`config.mk`:
```
export PLATFORM = sky130hd
export DESIGN_NAME = control_flat
export DESIGN_NICKNAME = d
export VERILOG_FILES = /design/src/rtl/control_if.sv /design/src/rtl/control.sv /design/src/flat_wrapper.sv
export SDC_FILE = /design/constraint.sdc
export NUM_CORES = 1
export LEC_CHECK = 0
export CAP_MARGIN = 20
export CORE_AREA = 4 4 41 43
export CTS_BUF_LIST = sky130_fd_sc_hd__clkbuf_16
export DETAILED_ROUTE_END_ITERATION = 16
export DIE_AREA = 0 0 45 47
export PLACE_DENSITY = 0.67
export SYNTH_ARGS = -nofsm -noshare
export SYNTH_HDL_FRONTEND = slang
export SYNTH_SLANG_ARGS = --single-unit
```
`constraint.sdc`:
```
create_clock -name clk -period 1.2 [get_ports clk]
set_input_delay 0.24 -clock clk [delete_from_list [all_inputs] [get_ports clk]]
set_output_delay 0.24 -clock clk [all_outputs]
set_load 0.05 [all_outputs]
```
`src/rtl/control_if.sv`:
```
// control_if: push-button inputs and LED output of the counter controller
interface control_if;
    logic       button_0;
    logic       button_1;
    logic [2:0] led;
    modport master (output button_0, output button_1, input led);
    modport slave  (input button_0, input button_1, output led);
endinterface

```
`src/rtl/control.sv`:
```
// control: debounced two-button counter (button_1 increments, button_0 clears) shown on 3 LEDs
module control #(
    parameter int DEBOUNCE_CYCLES = 3,
    parameter bit LED_ACTIVE_LOW  = 0
) (
    input logic      clk,
    input logic      rst_n,
    control_if.slave bus
);
    localparam int CW = $clog2(DEBOUNCE_CYCLES + 1);
    logic [1:0] raw, ev;
    logic [2:0] count, count_next, led_r;
    assign raw = {bus.button_1, bus.button_0};
    for (genvar i = 0; i < 2; i++) begin : g_btn
        logic s1, s2, db, db_q, ev_r;
        logic [CW-1:0] cnt;
        always_ff @(posedge clk or negedge rst_n) begin
            if (!rst_n) begin
                s1   <= 1'b1;
                s2   <= 1'b1;
                db   <= 1'b1;
                db_q <= 1'b1;
                ev_r <= 1'b0;
                cnt  <= '0;
            end else begin
                s1   <= raw[i];
                s2   <= s1;
                db_q <= db;
                ev_r <= db_q & ~db;
                if (s2 == db) cnt <= '0;
                else if (cnt == CW'(DEBOUNCE_CYCLES)) begin
                    db  <= s2;
                    cnt <= '0;
                end else cnt <= cnt + 1'b1;
            end
        end
        assign ev[i] = ev_r;
    end
    // clear takes priority over increment when both events coincide
    always_comb count_next = ev[0] ? 3'd0 : ev[1] ? count + 3'd1 : count;
    always_ff @(posedge clk or negedge rst_n) begin
        if (!rst_n) begin
            count <= '0;
            led_r <= LED_ACTIVE_LOW ? 3'b111 : 3'b000;
        end else begin
            count <= count_next;
            led_r <= LED_ACTIVE_LOW ? ~count_next : count_next;
        end
    end
    assign bus.led = led_r;
endmodule

```
`src/flat_wrapper.sv`:
```
// flat-port wrapper written by rule: the top's interface ports become plain ports
module control_flat 
#(
    parameter int DEBOUNCE_CYCLES = 3,
    parameter bit LED_ACTIVE_LOW  = 0
)
  (clk, rst_n, bus_button_0, bus_button_1, bus_led);
  control_if bus_i ();
  input logic clk;
  input logic rst_n;
  input wire logic [$bits(bus_i.button_0)-1:0] bus_button_0;
  input wire logic [$bits(bus_i.button_1)-1:0] bus_button_1;
  output wire logic [$bits(bus_i.led)-1:0] bus_led;
  assign bus_i.button_0 = bus_button_0;
  assign bus_i.button_1 = bus_button_1;
  assign bus_led = bus_i.led;
  control #(.DEBOUNCE_CYCLES(DEBOUNCE_CYCLES), .LED_ACTIVE_LOW(LED_ACTIVE_LOW)) u_core (.clk(clk), .rst_n(rst_n), .bus(bus_i));
endmodule
```
==> implementation parameters <==
Parameter                              Value

Setup path
  Number of cell instances on the worst register-to-register path ... 3
  CP required ... about 960 ps
  Launching element type of the critical path ... flop
  Classification of the worst setup path ... reg -> out
  Critical path's top delay family ... flip-flops
  Worst reg2reg endpoint ... u_core.count[1]
  Worst path max stage delay ... 430 ps
  Cell chain of the critical path ... buf_12
  CP max-delay cell ... dfrtp_2
  R2r setup slk ... ~170 ps
  CP Capture Type ... output pin
  Launch instance of the worst register-to-register path ... u_core.count[0]
  Largest driver fanout on the critical path ... 3
  Crit path arrival time ... approximately 840 ps
  Buffering stage count on the worst path with inverters included ... 1

Floorplan
  Die span in x ... approximately 45 µm
  Number of cell rows ... 13
  Initial standard-cell utilization of the core ... 0.466
  Die footprint ... 0.00212 mm²
  Number of primary I/O pins ... 7
  Die height ... around 47 µm
  Core footprint ... ~0.0013 mm²

Pwr
  Share of total power in the clock network ... 0.285
  Leakage power total ... about 0.36 nW
  Peak supply drop ... 0.00134 V
  Comb power frac ... 0.269
  Total power after layout ... roughly 2.2 mW
  Net switching power of the design ... roughly 0.64 mW
  Sequential share of power ... 0.446
  Internal Power ... approximately 1.6 mW
  Switch share ... 0.285
  Power density over the cells ... about 2800 mW/mm²

Yosys
  Top cell types by occurrence after synthesis ... dfrtp_1, dfstp_2, nor2b_1
  Netlist area before placement ... slightly above 600 µm²
  Flip-flop and latch count after synthesis ... 17
  Net count of the mapped netlist ... 44
  Number of distinct library cells after synthesis ... 12
  Synthesized area per cell ... ~16 µm²
  Fraction of registers with async set or reset after synthesis ... 1.00
  Ranking of synthesized cells by area ... dfrtp_1, dfstp_2, ha_1
  Top-count cell post-synth ... dfrtp_1
  Sequential element share of the synthesized area ... 0.718
  Post-synth top flop ... dfrtp_1
  Synth top area share ... 0.371
  Cell count after synthesis ... 37
  Total number of yosys warnings ... 0
  Post-synthesis cell type with the largest combined area ... dfrtp_1
  Number of enable flip-flop cells after synthesis ... 0

Clock tree
  Clock Latency Late Sink ... roughly 240 ps
  Number of post-CTS setup repair buffers ... 0
  Post-CTS sizing ... 0
  TritonCTS clock tree ... done
  Maximum number of buffers from clock root to sink ... 2
  Post-CTS Hold Buffers ... 0
  Total clock sinks ... 17
  Clock slew at the register clock pins of the worst setup and hold paths ... ~50 ps
  CTS Buf Count ... 3
  CTS root buf ... clkbuf_16
  H-tree levels ... 1

Placement
  Buffers on Ports ... 6
  DP Wirelength ... about 620 µm
  Dpl ws ... approximately 160 ps
  Routability Congestion ... a little over 0.7

STA
  Least-Margin Pin Slew ... around 250 ps
  Unrepaired setup endpoints after global routing ... false
  Achievable clock frequency ... slightly above 900 MHz
  Max Transition Viols Final ... 0
  Fin crit period ... between 1000 and 1500 ps
  Final period util ... 0.896
  Total Neg Setup Slack ... 0 ps
  Number of hold violations in the final report ... 0
  Max-Slew Margin vs Limit ... 0.834
  Finish-stage setup viols ... 0
  Final WS setup ... around 120 ps
  Clock tree skew after final layout ... 1.41 ps

Layout
  Final #Nets ... 56
  Area added between synthesis and finish ... 32.6%
  Combined area of the multi-input logic cells ... approximately 170 µm²
  Share of layout cells above drive strength 1 ... 0.438
  Fill cell total of the finished layout ... between 90 and 100
  Antenna cell count ... 0
  Sequential cell area ... around 440 µm²

Detailed routing
  Count of antenna-violating nets left after detailed routing ... 0
  Total iterations of the first detailed-routing run ... 1
  Detailed-route vias per instance ... 5.03
  Drc violations ... 0
  Post-DR wirelength/cell ... 12.9 µm
  Detailed Route Iter0 Violations ... 0
  Wire length after detailed routing ... roughly 810 µm
  Total via count in the routed design ... 317

Global routing
  Wire length of the first global-routing pass ... 1400 µm
  Number of global-route vias before repair ... 339
  Global route total overflow ... 0
  Global-route usage over all layers ... 0.103
  Largest net degree at the start of global routing ... 18
  Antenna violations before repair ... 0

Flow run
  # Max-Cap Violations ... 0

Min path
  Kind of path behind the tightest hold check ... in -> async

Outcome
  Status ... completed
==> cell families after synthesis <==
logic type / synth area share
compound gates: 0.0247
xor+xnor: 0.0433
fa+ha+maj: 0.0619
flops: 0.718
mux: 0.0536
simple gates: 0.0990
==> cells in the final DEF (no fill, tap or decap) <==
master	n
nor2b_1	4
clkbuf_16	3
buf_4	1
nand3b_1	1
mux2_2	2
inv_1	1
buf_12	3
nor3_2	2
ha_1	3
a21bo_1	1
nor2_1	2
xnor2_1	3
dfstp_2	8
clkdlybuf4s50_1	3
a21oi_1	1
dfrtp_1	7
dfrtp_2	2
mux2i_1	1
==> power by group through the flow <==
stage	logic (mW)	clock network, mW	registers, mW
global route	0.657	0.680	1.02
detailed placement	0.613	0	1.01
CTS	0.616	0.661	1.00
floorplan	0.274	0	1.07
finish	0.603	0.638	0.999
global placement	0.566	0	0.985
==> registers in the layout, summed over array words and instances, names as in the netlist <==
register / count
u_core.g_btn.db: 2
u_core.g_btn.ev_r: 2
u_core.g_btn.s1: 2
u_core.g_btn.cnt: 4
u_core.count: 3
u_core.g_btn.db_q: 2
u_core.g_btn.s2: 2
==> metrics by stage <==
stage / hold slack [ps] / cells / area [µm²] / util
after detailed placement: 349 / 59 / 726 / 0.558
final: 313 / 63 / 805 / 0.618
after CTS: 315 / 63 / 805 / 0.618
after floorplan: -55.6 / 37 / 609 / -
after global placement: 346 / 59 / 726 / 0.558
after global routing: 332 / 63 / 805 / 0.618
==> worst max path at each step <==
stage                    startpoint         endpoint  slack [ps]  cells after the start
floorplan           u_core.count[0]  u_core.count[2]          90                      3
global route        u_core.count[0]  u_core.count[1]         100                      3
global placement    u_core.count[0]  u_core.count[2]         200                      3
finish              u_core.count[0]       bus_led[0]         120                      1
CTS                 u_core.count[0]       bus_led[0]         120                      1
detailed placement  u_core.count[0]  u_core.count[1]         160                      3
==> layout make-up <==
type	instances	share of cell area
repair buffers	7	0.121
flip-flops and latches	17	0.544
multi-input cells	20	0.213
clock inverters	1	0.00467
clock buffers	3	0.0933
well taps	15	0.0233
==> layer usage <==
layer,track usage,part of all wire
met1,0.0898,0.36
met2,0.169,0.54
met3,0.0498,0.063
met4,0.0994,0.031
met5,0,0
No activity file was read; power rests on OpenSTA's default activity.
